$ cat config.mk
export PLATFORM = sky130hd
export DESIGN_NAME = cfu_cmd_arbiter_flat
export DESIGN_NICKNAME = d
export VERILOG_FILES = /design/src/rtl/cfu_cmd_arbiter_if.sv /design/src/rtl/cfu_cmd_arbiter.sv /design/src/flat_wrapper.sv
export SDC_FILE = /design/constraint.sdc
export NUM_CORES = 1
export LEC_CHECK = 0
export CAP_MARGIN = 20
export CORE_AREA = 2 2 132 134
export CTS_BUF_LIST = sky130_fd_sc_hd__clkbuf_4
export DETAILED_ROUTE_END_ITERATION = 12
export DIE_AREA = 0 0 134 136
export PLACE_DENSITY_LB_ADDON = 0.08
export SYNTH_ARGS = -nofsm -noshare
export SYNTH_HDL_FRONTEND = slang
export SYNTH_SLANG_ARGS = --single-unit
$ cat constraint.sdc
create_clock -name clk -period 4.1 [get_ports clk]
set_input_delay 0.82 -clock clk [delete_from_list [all_inputs] [get_ports clk]]
set_output_delay 0.82 -clock clk [all_outputs]
set_load 0.005 [all_outputs]
$ cat src/rtl/cfu_cmd_arbiter_if.sv
// cfu_cmd_arbiter_if
//   One Cfu cmd/rsp link: a command carrying a function ID and two operands,
//   and a response carrying one result. cmd_lock asks the arbiter to keep the
//   grant after this transaction; it is meaningless on the downstream link.
//
//   master : issues commands (drives cmd_*, cmd_lock, rsp_ready)
//   slave  : accepts commands and returns responses (drives cmd_ready, rsp_*)
interface cfu_cmd_arbiter_if #(
    parameter int FUNC_W = 10,
    parameter int DATA_W = 32
);
    logic              cmd_valid;
    logic              cmd_ready;
    logic [FUNC_W-1:0] cmd_payload_function_id;
    logic [DATA_W-1:0] cmd_payload_inputs_0;
    logic [DATA_W-1:0] cmd_payload_inputs_1;
    logic              cmd_lock;
    logic              rsp_valid;
    logic              rsp_ready;
    logic [DATA_W-1:0] rsp_payload_outputs_0;

    modport master (
        output cmd_valid, cmd_payload_function_id, cmd_payload_inputs_0,
               cmd_payload_inputs_1, cmd_lock, rsp_ready,
        input  cmd_ready, rsp_valid, rsp_payload_outputs_0
    );

    modport slave (
        input  cmd_valid, cmd_payload_function_id, cmd_payload_inputs_0,
               cmd_payload_inputs_1, cmd_lock, rsp_ready,
        output cmd_ready, rsp_valid, rsp_payload_outputs_0
    );
endinterface

$ cat src/rtl/cfu_cmd_arbiter.sv
// cfu_cmd_arbiter
//   Shares one Cfu between two requesters. Grants round-robin (m0 first after
//   reset), registers the winning command, issues it downstream and routes
//   the response back to the issuing requester only. A requester may keep the
//   grant across several transactions with cmd_lock, up to LOCK_MAX in a row.
//
// Ports
//   clk    : sole clock, rising edge
//   reset  : asynchronous, active-low
//   m0, m1 : requester links (slave side)
//   cfu    : downstream Cfu link (master side)
//   busy   : a transaction is in flight
//   owner  : requester of the current / last grant
module cfu_cmd_arbiter #(
    parameter int FUNC_W   = 10,
    parameter int DATA_W   = 32,
    parameter int LOCK_MAX = 16
) (
    input  logic                clk,
    input  logic                reset,
    cfu_cmd_arbiter_if.slave    m0,
    cfu_cmd_arbiter_if.slave    m1,
    cfu_cmd_arbiter_if.master   cfu,
    output logic                busy,
    output logic                owner
);
    localparam int                CNT_W     = $clog2(LOCK_MAX + 1);
    // lock_cnt + 1 < LOCK_MAX  <=>  lock_cnt < LOCK_MAX - 1, without overflow
    localparam logic [CNT_W-1:0] LOCK_LAST = CNT_W'(LOCK_MAX - 1);

    typedef enum logic [1:0] {IDLE, ISSUE, WAIT} state_t;

    state_t            state;
    logic              last_grant;
    logic              locked;
    logic              lock_owner;
    logic [CNT_W-1:0]  lock_cnt;
    logic              cap_lock;
    logic [FUNC_W-1:0] fid_q;
    logic [DATA_W-1:0] in0_q;
    logic [DATA_W-1:0] in1_q;

    logic              grant_valid;
    logic              grant_sel;

    // Arbitration is only live in IDLE, which also enforces one outstanding
    // transaction.
    always_comb begin
        // NOTE: defaults first so every path assigns both signals and no latch is inferred.
        grant_valid = 1'b0;
        grant_sel   = 1'b0;
        if (state == IDLE) begin
            if (locked) begin
                grant_sel   = lock_owner;
                grant_valid = lock_owner ? m1.cmd_valid : m0.cmd_valid;
            end else if (m0.cmd_valid && m1.cmd_valid) begin
                grant_valid = 1'b1;
                grant_sel   = ~last_grant;
            end else if (m0.cmd_valid) begin
                grant_valid = 1'b1;
                grant_sel   = 1'b0;
            end else if (m1.cmd_valid) begin
                grant_valid = 1'b1;
                grant_sel   = 1'b1;
            end
        end
    end

    // Gated with reset so cmd_ready reads 0 while reset is held even though
    // the state is already IDLE.
    assign m0.cmd_ready = reset && grant_valid && !grant_sel;
    assign m1.cmd_ready = reset && grant_valid &&  grant_sel;

    assign m0.rsp_valid = (state == WAIT) && !owner && cfu.rsp_valid;
    assign m1.rsp_valid = (state == WAIT) &&  owner && cfu.rsp_valid;
    assign m0.rsp_payload_outputs_0 = cfu.rsp_payload_outputs_0;
    assign m1.rsp_payload_outputs_0 = cfu.rsp_payload_outputs_0;
    assign cfu.rsp_ready = (state == WAIT) && (owner ? m1.rsp_ready : m0.rsp_ready);

    assign cfu.cmd_valid               = (state == ISSUE);
    assign cfu.cmd_payload_function_id = fid_q;
    assign cfu.cmd_payload_inputs_0    = in0_q;
    assign cfu.cmd_payload_inputs_1    = in1_q;
    assign cfu.cmd_lock                = 1'b0;

    assign busy = (state != IDLE);

    always_ff @(posedge clk or negedge reset) begin
        if (!reset) begin
            state      <= IDLE;
            owner      <= 1'b0;
            last_grant <= 1'b1;
            locked     <= 1'b0;
            lock_owner <= 1'b0;
            lock_cnt   <= '0;
            cap_lock   <= 1'b0;
            // NOTE: the payload registers are reset because they drive the cfu bus directly.
            fid_q      <= '0;
            in0_q      <= '0;
            in1_q      <= '0;
        end else begin
            // NOTE: non-blocking assignments so every register samples pre-edge values.
            case (state)
                IDLE: begin
                    if (grant_valid) begin
                        owner      <= grant_sel;
                        last_grant <= grant_sel;
                        cap_lock   <= grant_sel ? m1.cmd_lock : m0.cmd_lock;
                        fid_q      <= grant_sel ? m1.cmd_payload_function_id : m0.cmd_payload_function_id;
                        in0_q      <= grant_sel ? m1.cmd_payload_inputs_0 : m0.cmd_payload_inputs_0;
                        in1_q      <= grant_sel ? m1.cmd_payload_inputs_1 : m0.cmd_payload_inputs_1;
                        state      <= ISSUE;
                    end
                end
                ISSUE: begin
                    if (cfu.cmd_ready) begin
                        state <= WAIT;
                    end
                end
                WAIT: begin
                    if (cfu.rsp_valid && cfu.rsp_ready) begin
                        state <= IDLE;
                        if (!cap_lock) begin
                            locked   <= 1'b0;
                            lock_cnt <= '0;
                        end else if (lock_cnt < LOCK_LAST) begin
                            locked     <= 1'b1;
                            lock_owner <= owner;
                            lock_cnt   <= lock_cnt + 1'b1;
                        end else begin
                            // Forced release: the other requester wins the next tie.
                            locked     <= 1'b0;
                            lock_cnt   <= '0;
                            last_grant <= owner;
                        end
                    end
                end
                default: state <= IDLE;
            endcase
        end
    end
endmodule

$ cat src/flat_wrapper.sv
// flat-port wrapper written by rule: the top's interface ports become plain ports
module cfu_cmd_arbiter_flat 
#(
    parameter int FUNC_W   = 10,
    parameter int DATA_W   = 32,
    parameter int LOCK_MAX = 16
)
  (clk, reset, busy, owner, m0_cmd_valid, m0_cmd_payload_function_id, m0_cmd_payload_inputs_0, m0_cmd_payload_inputs_1, m0_cmd_lock, m0_rsp_ready, m0_cmd_ready, m0_rsp_valid, m0_rsp_payload_outputs_0, m1_cmd_valid, m1_cmd_payload_function_id, m1_cmd_payload_inputs_0, m1_cmd_payload_inputs_1, m1_cmd_lock, m1_rsp_ready, m1_cmd_ready, m1_rsp_valid, m1_rsp_payload_outputs_0, cfu_cmd_valid, cfu_cmd_payload_function_id, cfu_cmd_payload_inputs_0, cfu_cmd_payload_inputs_1, cfu_cmd_lock, cfu_rsp_ready, cfu_cmd_ready, cfu_rsp_valid, cfu_rsp_payload_outputs_0);
  cfu_cmd_arbiter_if #(.FUNC_W(FUNC_W), .DATA_W(DATA_W)) m0_i ();
  cfu_cmd_arbiter_if #(.FUNC_W(FUNC_W), .DATA_W(DATA_W)) m1_i ();
  cfu_cmd_arbiter_if #(.FUNC_W(FUNC_W), .DATA_W(DATA_W)) cfu_i ();
  input  logic clk;
  input  logic reset;
  output logic busy;
  output logic owner;
  input wire logic [$bits(m0_i.cmd_valid)-1:0] m0_cmd_valid;
  input wire logic [$bits(m0_i.cmd_payload_function_id)-1:0] m0_cmd_payload_function_id;
  input wire logic [$bits(m0_i.cmd_payload_inputs_0)-1:0] m0_cmd_payload_inputs_0;
  input wire logic [$bits(m0_i.cmd_payload_inputs_1)-1:0] m0_cmd_payload_inputs_1;
  input wire logic [$bits(m0_i.cmd_lock)-1:0] m0_cmd_lock;
  input wire logic [$bits(m0_i.rsp_ready)-1:0] m0_rsp_ready;
  output wire logic [$bits(m0_i.cmd_ready)-1:0] m0_cmd_ready;
  output wire logic [$bits(m0_i.rsp_valid)-1:0] m0_rsp_valid;
  output wire logic [$bits(m0_i.rsp_payload_outputs_0)-1:0] m0_rsp_payload_outputs_0;
  input wire logic [$bits(m1_i.cmd_valid)-1:0] m1_cmd_valid;
  input wire logic [$bits(m1_i.cmd_payload_function_id)-1:0] m1_cmd_payload_function_id;
  input wire logic [$bits(m1_i.cmd_payload_inputs_0)-1:0] m1_cmd_payload_inputs_0;
  input wire logic [$bits(m1_i.cmd_payload_inputs_1)-1:0] m1_cmd_payload_inputs_1;
  input wire logic [$bits(m1_i.cmd_lock)-1:0] m1_cmd_lock;
  input wire logic [$bits(m1_i.rsp_ready)-1:0] m1_rsp_ready;
  output wire logic [$bits(m1_i.cmd_ready)-1:0] m1_cmd_ready;
  output wire logic [$bits(m1_i.rsp_valid)-1:0] m1_rsp_valid;
  output wire logic [$bits(m1_i.rsp_payload_outputs_0)-1:0] m1_rsp_payload_outputs_0;
  output wire logic [$bits(cfu_i.cmd_valid)-1:0] cfu_cmd_valid;
  output wire logic [$bits(cfu_i.cmd_payload_function_id)-1:0] cfu_cmd_payload_function_id;
  output wire logic [$bits(cfu_i.cmd_payload_inputs_0)-1:0] cfu_cmd_payload_inputs_0;
  output wire logic [$bits(cfu_i.cmd_payload_inputs_1)-1:0] cfu_cmd_payload_inputs_1;
  output wire logic [$bits(cfu_i.cmd_lock)-1:0] cfu_cmd_lock;
  output wire logic [$bits(cfu_i.rsp_ready)-1:0] cfu_rsp_ready;
  input wire logic [$bits(cfu_i.cmd_ready)-1:0] cfu_cmd_ready;
  input wire logic [$bits(cfu_i.rsp_valid)-1:0] cfu_rsp_valid;
  input wire logic [$bits(cfu_i.rsp_payload_outputs_0)-1:0] cfu_rsp_payload_outputs_0;
  assign m0_i.cmd_valid = m0_cmd_valid;
  assign m0_i.cmd_payload_function_id = m0_cmd_payload_function_id;
  assign m0_i.cmd_payload_inputs_0 = m0_cmd_payload_inputs_0;
  assign m0_i.cmd_payload_inputs_1 = m0_cmd_payload_inputs_1;
  assign m0_i.cmd_lock = m0_cmd_lock;
  assign m0_i.rsp_ready = m0_rsp_ready;
  assign m0_cmd_ready = m0_i.cmd_ready;
  assign m0_rsp_valid = m0_i.rsp_valid;
  assign m0_rsp_payload_outputs_0 = m0_i.rsp_payload_outputs_0;
  assign m1_i.cmd_valid = m1_cmd_valid;
  assign m1_i.cmd_payload_function_id = m1_cmd_payload_function_id;
  assign m1_i.cmd_payload_inputs_0 = m1_cmd_payload_inputs_0;
  assign m1_i.cmd_payload_inputs_1 = m1_cmd_payload_inputs_1;
  assign m1_i.cmd_lock = m1_cmd_lock;
  assign m1_i.rsp_ready = m1_rsp_ready;
  assign m1_cmd_ready = m1_i.cmd_ready;
  assign m1_rsp_valid = m1_i.rsp_valid;
  assign m1_rsp_payload_outputs_0 = m1_i.rsp_payload_outputs_0;
  assign cfu_cmd_valid = cfu_i.cmd_valid;
  assign cfu_cmd_payload_function_id = cfu_i.cmd_payload_function_id;
  assign cfu_cmd_payload_inputs_0 = cfu_i.cmd_payload_inputs_0;
  assign cfu_cmd_payload_inputs_1 = cfu_i.cmd_payload_inputs_1;
  assign cfu_cmd_lock = cfu_i.cmd_lock;
  assign cfu_rsp_ready = cfu_i.rsp_ready;
  assign cfu_i.cmd_ready = cfu_cmd_ready;
  assign cfu_i.rsp_valid = cfu_rsp_valid;
  assign cfu_i.rsp_payload_outputs_0 = cfu_rsp_payload_outputs_0;
  cfu_cmd_arbiter #(.FUNC_W(FUNC_W), .DATA_W(DATA_W), .LOCK_MAX(LOCK_MAX)) u_core (.clk(clk), .reset(reset), .m0(m0_i), .m1(m1_i), .cfu(cfu_i), .busy(busy), .owner(owner));
endmodule
==> impl_metrics.tcl <==
set metrics [dict create \
    dp_hpwl_um 12300 \
    synth_top_cell_by_area "dfrtp_1" \
    fin_skew_ns 0.0229 \
    ys_seq_area_share_pct 45.3 \
    netlist_top_cells_area "dfrtp_1 (45%), buf_4 (11%), a31oi_1 (9.9%)" \
    cp-start-kind "input port" \
    die_y_um 136 \
    stdcell_area_um2 6930 \
    fin_crit_ns 3.44 \
    antenna_found_initial 1 \
    setup_viol 0 \
    drc 0 \
    max_freq_mhz 291 \
    syn_area_um2 4760 \
    grt_usage_pct 19.0 \
    vdd.ir_drop.worst_mv 0.322 \
    avgSynthCellArea_um2 8.57 \
    drtIter0Drc 218 \
    path_cells "clkdlybuf4s50_1 -> a21boi_0 -> o221a_4 -> nand2_1 -> nor3_1 -> clkdlybuf4s50_1" \
    cts_tree "built" \
    row_count 48 \
    maxCapViolCount 0 \
    die_area_um2 18200 \
    ctsResizeCount 0 \
    viasPerCell 4.99 \
    endpoint_kind "primary output" \
    start_util_pct 28.2 \
    slew_viol_final 0 \
    hold_ws_ns 0.452 \
    cts_root_buf "clkbuf_4" \
    required_ns 3.28 \
    nNetsFinal 891 \
    gr-total-overflow 0 \
    total_power_w 0.00464 \
    cts.sinks 86 \
    cp_common_cell "clkdlybuf4s50_1" \
    worstPathArrival_ns 2.62 \
    setup_slack_ns 0.660 \
    rsz0062_at_grt "no" \
    route.detailed.wl_per_inst_um 19.1 \
    synth-seq-cells 86 \
    relSlewSlack_pct 41.0 \
    place_ws_ns 0.405 \
    hold_buffers 0 \
    crit_buf_inv 2 \
    powerDensity_nw_per_um2 669 \
    synth_top_area_share_pct 44.7 \
    cts.clk_slew.worst_paths_ns 0.15 \
    die_x_um 134 \
    cpLargestDelayFamily "buffers and inverters" \
    crit_slowest_cell "clkdlybuf4s50_1" \
    crit_fanout 3 \
    ioPinCount 337 \
    final_hold_viol_count 0 \
    syn_nets 746 \
    dr.pass1.iters 4 \
    vias 4642 \
    layout_commonest_cell "clkdlybuf4s50_1" \
    h-tree-depth 3 \
    wirelength_um 17800 \
    cts_made_buffers 9 \
    worstSkewPairLatency_ns 0.47 \
    yosysWarnings 0 \
    grt_pass1_wl_um 26800 \
    grt_pass1_vias 4683 \
    grt_max_degree 87 \
    layout_common_cells "clkdlybuf4s50_1 (238), dfrtp_1 (85), nor2_1 (78)" \
    syn-instance-count 555 \
    tightest_slew_ns 0.885 \
    synth.distinct_cells 38 \
    outcome "complete, no violations" \
    port_buffers 239 \
    core_um2 16900 \
    slowest_delay_ns 0.57 \
    cts_buffer_depth 2 \
    power.leakage_nw 2.55 \
    hold_path_class "in2async" \
    ant_nets 0 \
    drive_gt1_share_pct 5.25 \
    finalCritPeriodShare_pct 83.9 \
    path_class "in2out" \
    cts_setup_buffers 0 \
    gp_congestion 0.768 \
    placed_area_um2 6770 \
    area_growth_pct 45.7 \
    finalSetupTns_ns 0 \
]
-- layout make-up --
| class | instances | area, um2 |
|---|---|---|
| inverter | 4 | 15.0 |
| clock inverter | 7 | 97.6 |
| timing repair buffer | 248 | 2460 |
| sequential | 86 | 2150 |
| tap | 225 | 282 |
| multi-input combinational | 351 | 1860 |
| antenna | 1 | 2.50 |
| clock buffer | 9 | 67.6 |
| fill | 1705 | 9940 |
-- flip-flops by register name, summed over array words and instances, names as in the netlist --
register,cells
u_core.lock_owner,1
u_core.cap_lock,1
u_core.owner,1
u_core.locked,1
u_core.cfu.cmd_payload_inputs_1,32
u_core.last_grant,1
u_core.state,2
u_core.cfu.cmd_payload_inputs_0,32
u_core.lock_cnt,5
u_core.cfu.cmd_payload_function_id,10
-- path summary, 6_finish.rpt --
check	startpoint	end	slack, ns	cells past startpoint
worst min register to register	u_core.last_grant$_DFFE_PN1P_	u_core.last_grant$_DFFE_PN1P_	0.49	2
min in group clk	u_core.last_grant$_DFFE_PN1P_	u_core.last_grant$_DFFE_PN1P_	0.49	2
worst max-delay path	m0_cmd_valid	m1_cmd_ready	0.66	6
max in group asynchronous	reset	u_core.cfu.cmd_payload_inputs_0[25]$_DFFE_PN0P_	2.64	3
worst min-delay path	reset	u_core.cfu.cmd_payload_inputs_1[20]$_DFFE_PN0P_	0.45	2
worst max register to register	u_core.locked$_DFFE_PN0P_	u_core.last_grant$_DFFE_PN1P_	1.33	6
-- routing by layer --
layer | track usage (%) | wire length [um] | up-vias | part of all wire (%)
met5 | 0 | 0 | - | 0
met2 | 32.3 | 8690 | 220 | 49
met3 | 5.26 | 1270 | 44 | 7.2
met4 | 8.27 | 607 | 0 | 3.4
met1 | 22.7 | 7190 | 2189 | 40
li1 | - | - | 2189 | -
-- through the flow --
step,utilization [%],instances
finish,41.1,931
global route,41.1,931
CTS,41.1,930
detailed placement,40.1,914
global placement,40.1,914
floorplan,-,555
-- power breakdown --
| part | switching (W) | total (W) | internal (W) |
|---|---|---|---|
| registers | 0.000244 | 0.00150 | 0.00126 |
| logic | 0.00133 | 0.00255 | 0.00122 |
| clock network | 0.000335 | 0.000584 | 0.000249 |
| total | 0.00191 | 0.00464 | 0.00273 |
-- Yosys cell counts --
| cell type | instances |
|---|---|
| nand2_1 | 9 |
| nor2_1 | 78 |
| o22ai_1 | 1 |
| nor3_1 | 1 |
| nor2b_1 | 2 |
| nand2b_4 | 1 |
| buf_4 | 70 |
| o21ai_1 | 6 |
| a21oi_1 | 3 |
| or2_2 | 1 |
| a41oi_1 | 2 |
| o221a_2 | 1 |
| o21ai_0 | 75 |
| a21o_1 | 1 |
| o21ai_4 | 1 |
| a21boi_0 | 1 |
| mux2_1 | 1 |
| clkbuf_2 | 6 |
| inv_2 | 1 |
| buf_2 | 21 |
| nand4_1 | 1 |
| and2_1 | 1 |
| nand3_2 | 1 |
| nand3b_2 | 1 |
| o21a_2 | 1 |
| conb_1 | 1 |
| nand3_1 | 76 |
| inv_1 | 3 |
| clkbuf_1 | 15 |
| dfstp_2 | 1 |
| mux2i_1 | 2 |
| ha_1 | 1 |
| buf_6 | 2 |
| nand2b_1 | 3 |
| nor2_4 | 2 |
| dfrtp_1 | 85 |
| a31oi_1 | 75 |
| o2bb2ai_1 | 2 |
-- kinds of logic (layout without fill, tap and decap cells) --
kind of cell	after synthesis	count (layout)	share of synthesized area, %
muxes	3	3	0.658
DFF	86	86	45.3
adders and majority gates	1	1	0.263
other	1	2	0.0788
and+or+nand+nor	177	177	17.2
AOI/OAI and AO/OA	169	169	20.6
buffers and inverters	118	268	15.9
Power figures use the tool's default switching activity.
